## src/rtl/way_fill_decoder_pkg.sv

```systemverilog
// Shared cache package: FSM encoding and default geometry for the
// set-associative cache line-fill path.
package way_fill_decoder_pkg;

  localparam logic [1:0] ST_IDLE = 2'd0;
  localparam logic [1:0] ST_FILL = 2'd1;
  localparam logic [1:0] ST_DONE = 2'd2;

  localparam int CACHE_WAYS   = 8;
  localparam int CACHE_IDX_W  = 3;
  localparam int CACHE_BEATS  = 4;
  localparam int CACHE_DATA_W = 32;

endpackage

```

## src/rtl/way_fill_decoder_way_dec.sv

```systemverilog
// Encoded way index to one-hot write-enable; inverse of the cache's
// way priority encoder.
module way_dec #(
  parameter int WAYS  = 8,
  parameter int IDX_W = 3
) (
  input  logic [IDX_W-1:0] idx,
  input  logic             en,
  output logic [WAYS-1:0]  onehot
);

  for (genvar k = 0; k < WAYS; k++) begin : g_way
    assign onehot[k] = en & (idx == IDX_W'(k));
  end

endmodule

```

## src/rtl/way_fill_decoder.sv

```systemverilog
// Line-fill sequencer: accepts a victim way, then steers BEATS data beats
// into that way's data array one registered write per accepted beat.
module way_fill_decoder
  import way_fill_decoder_pkg::*;
#(
  parameter int WAYS   = CACHE_WAYS,
  parameter int IDX_W  = CACHE_IDX_W,
  parameter int BEATS  = CACHE_BEATS,
  parameter int DATA_W = CACHE_DATA_W,
  localparam int CNT_W = $clog2(BEATS)
) (
  input  logic              clk,
  input  logic              reset,
  input  logic              fill_req,
  input  logic [IDX_W-1:0]  fill_way,
  output logic              fill_ack,
  input  logic              beat_valid,
  input  logic [DATA_W-1:0] beat_data,
  output logic [WAYS-1:0]   way_we,
  output logic [CNT_W-1:0]  word_sel,
  output logic [DATA_W-1:0] wdata,
  output logic              fill_busy,
  output logic              fill_done
);

  logic [1:0]       state, state_nxt;
  logic [CNT_W-1:0] cnt;
  logic [IDX_W-1:0] way_q;
  logic             beat_acc;
  logic             last_beat;
  logic [WAYS-1:0]  dec;

  // Gated by reset so no acceptance leaks out while reset is held.
  assign fill_ack  = ~reset & (state == ST_IDLE) & fill_req;
  assign beat_acc  = (state == ST_FILL) & beat_valid;
  assign last_beat = (cnt == CNT_W'(BEATS - 1));
  assign fill_busy = (state != ST_IDLE);
  assign fill_done = (state == ST_DONE);

  way_dec #(.WAYS(WAYS), .IDX_W(IDX_W)) u_way_dec (
    .idx    (way_q),
    .en     (beat_acc),
    .onehot (dec)
  );

  always_comb begin
    state_nxt = state;
    case (state)
      ST_IDLE: if (fill_ack) state_nxt = ST_FILL;
      ST_FILL: if (beat_acc && last_beat) state_nxt = ST_DONE;
      ST_DONE: state_nxt = ST_IDLE;
      default: state_nxt = ST_IDLE;
    endcase
  end

  always_ff @(posedge clk or posedge reset) begin
    if (reset) begin
      state <= ST_IDLE;
      cnt   <= '0;
      way_q <= '0;
    end else begin
      state <= state_nxt;
      if (fill_ack) begin
        cnt   <= '0;
        way_q <= fill_way;
      end else if (beat_acc) begin
        cnt <= cnt + CNT_W'(1);  // wraps to 0 on the last beat
      end
    end
  end

  // One-cycle write stage toward the data arrays.
  always_ff @(posedge clk or posedge reset) begin
    if (reset) begin
      way_we   <= '0;
      word_sel <= '0;
      wdata    <= '0;
    end else begin
      way_we <= dec;
      if (beat_acc) begin
        word_sel <= cnt;
        wdata    <= beat_data;
      end
    end
  end

endmodule

```

## config.mk

```make
export PLATFORM = sky130hd
export DESIGN_NAME = way_fill_decoder
export DESIGN_NICKNAME = d
export VERILOG_FILES = /design/src/rtl/way_fill_decoder_pkg.sv /design/src/rtl/way_fill_decoder_way_dec.sv /design/src/rtl/way_fill_decoder.sv
export SDC_FILE = /design/constraint.sdc
export NUM_CORES = 1
export LEC_CHECK = 0
export CORE_ASPECT_RATIO = 0.8
export CORE_MARGIN = 2
export CORE_UTILIZATION = 45
export CTS_BUF_LIST = sky130_fd_sc_hd__clkbuf_16
export DETAILED_ROUTE_END_ITERATION = 7
export PLACE_DENSITY = 0.95
export SYNTH_ARGS = -nofsm -noshare
export SYNTH_HDL_FRONTEND = slang
export SYNTH_SLANG_ARGS = --single-unit
```

## constraint.sdc

```tcl
create_clock -name clk -period 4.4 [get_ports clk]
set_input_delay 0.88 -clock clk [delete_from_list [all_inputs] [get_ports clk]]
set_output_delay 0.88 -clock clk [all_outputs]
set_load 0.02 [all_outputs]
```

==> impl_metrics.tcl, run 1 <==
set metrics [dict create \
    fillers 300 \
    cp_cell_sequence "clkdlybuf4s50_1, nand2b_1, nor2_8, clkdlybuf4s50_1" \
    holdWs_ns 0.492 \
    cts_tree "built" \
    min_path_type "flop to flop" \
    yosys_register_bits 49 \
    yosysUniqueCellTypes 24 \
    ys_seq_area_share_pct 60.7 \
    whs_endpoint "word_sel[1]" \
    drcViolationCount 0 \
    grt_pass1_wl_mm 7.03 \
    cts_hold_buffers 0 \
    syn_area_per_cell_um2 16.4 \
    fmax_ghz 0.308 \
    ir_drop_v 0.000342 \
    grt_pass1_vias 1333 \
    gp_congestion 0.689 \
    first_iter_violations 66 \
    dr.pass1.iters 4 \
    multiInputGateArea_um2 727 \
    synth_edf_count 0 \
    clkTransAtPathRegs_ns 0.06 \
    slowest_delay_ns 0.62 \
    cts_setup_buffers 0 \
    synthesis.area_mm2 0.00202 \
    design.die.area_mm2 0.00505 \
    rows 21 \
    die_width_um 78.9 \
    startpoint_type "input port" \
    internal_power_uw 1420 \
    clock_latency_ns 0.28 \
    reg2reg_slack_ns 2.62 \
    finalWirelength_mm 4.36 \
    grt_max_degree 42 \
    grt_usage_pct 18.6 \
    cts_buffers 5 \
    start_util_pct 47.5 \
    clkPwrFrac_pct 16.3 \
    maxCapViolCount 0 \
    tns_ns 0 \
    finalCritPeriodShare_pct 73.9 \
    place_inst 259 \
    hold_violations 0 \
    fin_util_pct 70.7 \
    wire_per_inst_um 16.4 \
    tightest_slew_ns 0.746 \
    h-tree-depth 2 \
    synth_ff_type "dfrtp_1" \
    timing.slew.headroom_pct 50.3 \
    overflow 0 \
    crit_family "buffers and inverters" \
    switchingPower_uw 711 \
    ys_warn_count 0 \
    critPathBufInv 2 \
    nets 249 \
    synth_fp_nets 163 \
    rsz0062_at_grt "false" \
    reg2reg_depth 2 \
    swShare_pct 33.4 \
    dpl.hpwl_mm 3.10 \
    synthArstFlopShare_pct 100 \
    hp-start "word_sel[1]" \
    final_area_mm2 0.00301 \
    antenna_found_initial 0 \
    seqPwrFrac_pct 36.2 \
    r2r-start "state[0]" \
    antenna_cells 0 \
    drive_gt1_share_pct 20.6 \
    finalNonFillerCells 266 \
    clock_sinks 49 \
    path_class "input port to primary output" \
    min_period_ns 3.25 \
    core_area_mm2 0.00426 \
    ctsRootBufferMaster "clkbuf_16" \
    leakagePower_uw 0.00138 \
    finalClockSkew_ns 0.00536 \
    io_pins 84 \
    timing.critical_path.required_ns 3.52 \
    placed_area_mm2 0.00288 \
    syn-instance-count 123 \
    cp-end-kind "primary output" \
    status "complete, no violations" \
    critPathSlowestCell "clkdlybuf4s50_1" \
    port_buffers 83 \
    cts_resized 0 \
    drv_slew 0 \
    power.density_mw_per_mm2 706 \
    fp.dieH_um 63.9 \
    area_growth_pct 49.0 \
    clock_path_buffers 2 \
    via_count 1299 \
    crit_arrival_ns 2.37 \
    cp_max_fo 5 \
    whs_path_depth 2 \
    final-seq-area_mm2 0.00123 \
    finalSetupViolCount 0 \
    cp_common_cell "clkdlybuf4s50_1" \
    ant_nets 0 \
    p_comb_share_pct 47.6 \
    timing.rr.end "wdata[20]" \
    via_per_inst 4.88 \
]
[cells in the mapped netlist, types with 2 or more instances]
| cell | instances | area, µm² |
|---|---|---|
| a21oi_1 | 2 | 10.0 |
| buf_6 | 4 | 45.0 |
| dfrtp_1 | 49 | 1230 |
| inv_1 | 4 | 15.0 |
| mux2_1 | 3 | 33.8 |
| mux2_4 | 32 | 480 |
| nand2_1 | 2 | 7.51 |
| nand2b_1 | 3 | 18.8 |
| nor2_1 | 5 | 18.8 |
| nor3_1 | 4 | 20.0 |
| o21ai_0 | 2 | 10.0 |
[registers in the layout, indices dropped and copies added, names as in the netlist]
name / cells
wdata: 32
word_sel: 2
cnt: 2
way_q: 3
state: 2
way_we: 8
[cells in the final DEF (no fill, tap or decap), drive strengths merged]
| cell | synthesis | final |
|---|---|---|
| clkdlybuf4s50 | 0 | 83 |
| dfrtp | 49 | 49 |
| mux2 | 36 | 36 |
| nor2 | 6 | 6 |
| clkbuf | 0 | 5 |
| inv | 4 | 5 |
| nor3 | 4 | 4 |
| nand2b | 3 | 3 |
| nand2 | 2 | 2 |
| o21ai | 2 | 2 |
| a21oi | 2 | 2 |
| nand3b | 2 | 2 |
| or2 | 1 | 1 |
| o2bb2ai | 1 | 1 |
| xor2 | 1 | 1 |
| a311oi | 1 | 1 |
| nor2b | 1 | 1 |
| nor4 | 1 | 1 |
| nand4b | 1 | 1 |
| ha | 1 | 1 |
| clkinv | 0 | 1 |
| buf | 5 | 1 |
[worst min-delay path, stage by stage, from the launching register on]
cell     delay, ns
dfrtp_1       0.35
nand2_1       0.05
o21ai_0       0.06
[cell families after synthesis]
| group | synth area share [%] |
|---|---|
| xor+xnor | 0.434 |
| buf+inv | 3.34 |
| simple gates | 7.06 |
| flops | 60.7 |
| compound gates | 1.86 |
| mux | 26.0 |
| fa+ha+maj | 0.619 |
[power by group through the flow]
stage	Sequential (µW)	Combinational [µW]	Clock, µW
floorplan	945	415	0
global placement	757	1000	0
detailed placement	774	1020	0
CTS	770	1030	353
global route	792	1070	380
finish	770	1010	346
[how the worst max path moves through the flow]
stage               startpoint  endpoint  slack [ns]  cells past startpoint
floorplan                reset  state[0]        1.99                      3
global placement         reset  fill_ack        1.20                      4
detailed placement       reset  fill_ack        1.16                      4
CTS                      reset  fill_ack        1.13                      4
global route             reset  fill_ack        1.10                      4
finish                   reset  fill_ack        1.15                      4
[area by class of cell]
cell class,instances,share of cell area (%)
clock buffer,5,4.16
clock inverter,2,0.249
inverter,4,0.499
multi-input combinational,65,24.1
sequential,49,40.7
tap,57,2.37
timing repair buffer,84,27.8
[layer usage]
layer  routed length [µm]  up-vias  track usage [%]
met2                 2040       60             30.7
met3                  390        5             6.64
met5                    0        -                0
li1                     -      598                -
met4                   36        0             5.17
met1                 1900      636             23.5
[through the flow]
step	power, µW	worst slack [ns]
detailed placement	1790	1.16
floorplan	1360	1.99
global route	2240	1.10
global placement	1760	1.20
finish	2130	1.15
CTS	2150	1.13
Note: power is estimated with default switching activity, not from simulation.
==> inputs of run 2 (changes only) <==
--- a/config.mk
+++ b/config.mk
@@ -7,10 +7,10 @@
 export LEC_CHECK = 0
 export CORE_ASPECT_RATIO = 0.8
 export CORE_MARGIN = 2
-export CORE_UTILIZATION = 45
+export CORE_UTILIZATION = 38
 export CTS_BUF_LIST = sky130_fd_sc_hd__clkbuf_16
 export DETAILED_ROUTE_END_ITERATION = 7
-export PLACE_DENSITY = 0.95
+export PLACE_DENSITY = 0.86
 export SYNTH_ARGS = -nofsm -noshare
 export SYNTH_HDL_FRONTEND = slang
 export SYNTH_SLANG_ARGS = --single-unit
==> constraint.sdc (replaced) <==
create_clock -name clk -period 2.7 [get_ports clk]
set_input_delay 0.54 -clock clk [delete_from_list [all_inputs] [get_ports clk]]
set_output_delay 0.54 -clock clk [all_outputs]
set_load 0.02 [all_outputs]
==> run 2 against run 1 <==
Critical path depth unchanged. Clock skew is 0.0018 ns higher. Final cell count rose by 2.6%. Largest cell class unchanged. Critical path type unchanged. Global-route usage shrank 4.4 points. Largest power group unchanged. Clock-buffer cell count did not move.
==> impl_metrics.tcl, run 2 (synthesis gave the netlist of run 1 again) <==
set metrics [dict create \
    cts_buffers 5 \
    finalSetupViolCount 0 \
    grt_usage_pct 14.2 \
    fp.dieH_um 69.2 \
    antenna_cells 0 \
    tns_ns 0 \
    grt_max_degree 29 \
    first_iter_violations 35 \
    cts_resized 0 \
    rows 23 \
    grt_pass1_wl_mm 6.64 \
    ir_drop_v 0.000684 \
    maxCapViolCount 0 \
    drcViolationCount 0 \
    largest_register_ffs 32 \
    reg.largest.list "wdata (32), way_we (8), way_q (3)" \
    antenna_found_initial 0 \
    via_per_inst 4.67 \
    design.die.area_mm2 0.00592 \
    grt_pass1_vias 1317 \
    min_path_type "flop to flop" \
    status "complete, no violations" \
    nets 250 \
    die_width_um 85.5 \
    start_util_pct 39.9 \
    regMostFlops "wdata" \
    cp_max_fo 5 \
    pre_cts_slack_ns 0.145 \
    drv_slew 0 \
    dr.pass1.iters 4 \
    startpoint_type "input port" \
    port_buffers 83 \
    rsz0062_at_grt "false" \
    h-tree-depth 2 \
    min_period_ns 2.55 \
    leakagePower_uw 0.00140 \
    wire_per_inst_um 15.0 \
    setup_ws_ns 0.152 \
    overflow 0 \
    finalCritPeriodShare_pct 94.4 \
    gp_congestion 0.736 \
    finalWirelength_mm 4.10 \
    final_common_cell "clkdlybuf4s50_1" \
    power.density_mw_per_mm2 1150 \
    clock_sinks 49 \
    io_pins 84 \
    clock_latency_ns 0.28 \
    ctsRootBufferMaster "clkbuf_16" \
    dpl.hpwl_mm 2.88 \
    path_class "input port to primary output" \
    cp-end-kind "primary output" \
    core_area_mm2 0.00506 \
    ant_nets 0 \
    finalClockSkew_ns 0.00717 \
    most-common-layout-cells "83 x clkdlybuf4s50_1, 49 x dfrtp_1, 32 x mux2_4" \
    final-seq-area_mm2 0.00123 \
    cts_hold_buffers 0 \
    multiInputGateArea_um2 727 \
    drive_gt1_share_pct 21.8 \
    clock_path_buffers 2 \
    timing.slew.headroom_pct 69.3 \
    tightest_slew_ns 0.460 \
    cts_tree "built" \
    timing.critical_path.required_ns 2.16 \
    clkTransAtPathRegs_ns 0.06 \
    fillers 409 \
    fmax_ghz 0.392 \
    area_growth_pct 50.8 \
    cts_setup_buffers 0 \
    crit_arrival_ns 2.01 \
    via_count 1274 \
    hold_violations 0 \
]
run 2: changes by cell type in the layout (fill, tap and decap cells not counted):
cell | before | now
clkinv_1 | 1 | 0
inv_6 | 0 | 1
clkinv_2 | 0 | 1
buf_12 | 0 | 1
run 2: final cells by class:
| class | instances | share of cell area, % |
|---|---|---|
| sequential | 49 | 40.2 |
| timing repair buffer | 85 | 28.2 |
| multi-input combinational | 65 | 23.9 |
| clock buffer | 5 | 4.11 |
| tap | 62 | 2.55 |
| clock inverter | 3 | 0.575 |
| inverter | 4 | 0.493 |
run 2: critical path: stages:
cell and delay [ns]:
clkdlybuf4s50_1 0.43, nand2b_1 0.24, nor2_8 0.18, clkdlybuf4s50_1 0.62
run 2: metal layers:
layer  share of wire (%)  global-route usage [%]
met1                  49                    20.7
met2                  43                    20.0
met4                   0                    3.17
met5                   0                       0
met3                 8.4                    5.60
run 2: where the power goes:
part / switching, µW / internal [µW]
logic: 705 / 941
clock network: 253 / 341
registers: 211 / 1040
total: 1170 / 2320
run 2: path summary, 6_finish.rpt:
path	depth (start not counted)	slack, ns	endpoint	start
hold / removal	2	0.49	word_sel[1]	word_sel[1]
setup / recovery	4	0.15	fill_ack	reset
hold reg to reg	2	0.49	word_sel[1]	word_sel[1]
min in group asynchronous	2	0.62	wdata[31]	reset
max in group asynchronous	3	1.37	word_sel[1]	reset
setup reg to reg	3	1.07	wdata[30]	state[0]
run 2: through the flow:
stage / hold WS (ns) / instances / power, µW / utilization, % / cell area, µm²
3_3_place_gp: 0.471 / 265 / 2880 / 57.3 / 2900
5_1_grt: 0.519 / 273 / 3680 / 60.2 / 3050
4_1_cts: 0.500 / 273 / 3540 / 60.2 / 3050
6_report: 0.488 / 273 / 3490 / 60.2 / 3050
2_1_floorplan: 0.478 / 123 / 2220 / - / 2020
3_5_place_dp: 0.485 / 265 / 2920 / 57.3 / 2900
==> inputs of run 3 (changes only) <==
--- a/config.mk
+++ b/config.mk
@@ -6,11 +6,12 @@
 export NUM_CORES = 1
 export LEC_CHECK = 0
 export CORE_ASPECT_RATIO = 0.8
-export CORE_MARGIN = 2
+export CORE_MARGIN = 4
 export CORE_UTILIZATION = 38
 export CTS_BUF_LIST = sky130_fd_sc_hd__clkbuf_16
 export DETAILED_ROUTE_END_ITERATION = 7
 export PLACE_DENSITY = 0.86
+export REMOVE_ABC_BUFFERS = 1
 export SYNTH_ARGS = -nofsm -noshare
 export SYNTH_HDL_FRONTEND = slang
 export SYNTH_SLANG_ARGS = --single-unit
==> run 3 against run 2 <==
Hold slack better by 0.015 ns. Maximum frequency hardly changed. Flip-flop and latch count unchanged. Utilization about the same. Die area up 11%. First-iteration DRC count decreased by 2.9%. Sequential share of layout area is essentially flat. Critical path type unchanged. Non-clock buffer count is 1 higher.
==> impl_metrics.tcl, run 3 (synthesis gave the netlist of run 1 again) <==
set metrics [dict create \
    start_util_pct 39.9 \
    core_area_mm2 0.00506 \
    port_buffers 83 \
    antenna_found_initial 0 \
    cts_buffers 5 \
    final_common_cell "clkdlybuf4s50_1" \
    overflow 0 \
    leakagePower_uw 0.00139 \
    reg.largest.list "wdata (32), way_we (8), way_q (3)" \
    startpoint_type "input port" \
    nets 251 \
    finalClockSkew_ns 0.00575 \
    via_count 1282 \
    grt_usage_pct 13.6 \
    clock_latency_ns 0.28 \
    timing.rr.end "wdata[15]" \
    hold_violations 0 \
    cp_max_fo 5 \
    fin_util_pct 60.2 \
    reg2reg_slack_ns 1.21 \
    regMostFlops "wdata" \
    clkTransAtPathRegs_ns 0.06 \
    grt_pass1_wl_mm 6.82 \
    via_per_inst 4.68 \
    r2r-start "state[1]" \
    final_area_mm2 0.00305 \
    cts_tree "built" \
    path_class "input port to primary output" \
    die_width_um 89.5 \
    timing.critical_path.required_ns 2.16 \
    cts_resized 0 \
    placed_area_mm2 0.00291 \
    drv_slew 0 \
    largest_register_ffs 32 \
    drcViolationCount 0 \
    grt_pass1_vias 1404 \
    area_growth_pct 50.9 \
    most-common-layout-cells "83 x clkdlybuf4s50_1, 49 x dfrtp_1, 32 x mux2_4" \
    crit_arrival_ns 2.01 \
    rsz0062_at_grt "false" \
    fp.dieH_um 73.2 \
    first_iter_violations 34 \
    status "complete, no violations" \
    ctsRootBufferMaster "clkbuf_16" \
    cp_cell_sequence "clkdlybuf4s50_1, nand2b_1, nor2_8, clkdlybuf4s50_1" \
    finalCritPeriodShare_pct 94.4 \
    timing.slew.headroom_pct 72.8 \
    hp-start "word_sel[1]" \
    finalSetupViolCount 0 \
    grt_max_degree 33 \
    min_period_ns 2.55 \
    ant_nets 0 \
    dr.pass1.iters 2 \
    finalWirelength_mm 4.33 \
    clock_sinks 49 \
    whs_path_depth 2 \
    maxCapViolCount 0 \
    wire_per_inst_um 15.8 \
    total_power_uw 3490 \
    slowest_delay_ns 0.62 \
    cts_hold_buffers 0 \
    h-tree-depth 2 \
    reg2reg_depth 3 \
    critPathSlowestCell "clkdlybuf4s50_1" \
    tns_ns 0 \
    fmax_ghz 0.392 \
    pre_cts_slack_ns 0.150 \
    rows 23 \
    whs_endpoint "word_sel[1]" \
    cp-end-kind "primary output" \
    gp_congestion 0.724 \
    clock_path_buffers 2 \
    tightest_slew_ns 0.408 \
    power.density_mw_per_mm2 1140 \
    io_pins 84 \
    antenna_cells 0 \
    ir_drop_v 0.000725 \
    setup_ws_ns 0.152 \
    design.die.area_mm2 0.00656 \
    dpl.hpwl_mm 3.23 \
    cts_setup_buffers 0 \
    min_path_type "flop to flop" \
    drive_gt1_share_pct 21.7 \
    cp_common_cell "clkdlybuf4s50_1" \
]
## run 3: changes by cell type in the layout (fill, tap and decap cells not counted)
cell,previous run,this run
buf_4,1,2
clkinv_1,0,2
inv_1,4,3
inv_6,1,0
## run 3: per-stage QoR
step	instances	hold slack, ns
2_1_floorplan	118	0.481
3_3_place_gp	266	0.486
6_report	274	0.503
4_1_cts	274	0.506
3_5_place_dp	266	0.488
5_1_grt	274	0.512
## run 3: worst max path at each step
stage | to | startpoint | depth (start not counted)
floorplan | state[0] | reset | 3
global placement | fill_ack | reset | 4
detailed placement | fill_ack | reset | 4
CTS | fill_ack | reset | 4
global route | fill_ack | reset | 4
finish | fill_ack | reset | 4
## run 3: area by class of cell
class,count,area [µm²]
clock buffers,5,125
clock inverters,3,12.5
fillers,410,2020
inverters,4,15.0
multi-input cells,65,727
flip-flops and latches,49,1230
well taps,62,77.6
repair buffers,86,866
## run 3: routing by layer
metal / global-route usage (%) / routed length [µm] / vias up
li1: - / - / 600
met1: 17.1 / 1770 / 632
met2: 22.3 / 2170 / 46
met3: 4.74 / 362 / 4
met4: 3.31 / 21 / 0
met5: 0 / 0 / -
## run 3: critical path, delay by kind of cell
family / cells / cell delay (ns)
simple gates: 2 / 0.43
buf+inv: 2 / 1.04
## run 3: where the power goes
group / leakage (µW) / internal, µW / switching, µW / total (µW)
Combinational: 0.000732 / 944 / 717 / 1660
Clock: 0.0000687 / 335 / 245 / 580
Sequential: 0.000593 / 1040 / 207 / 1250
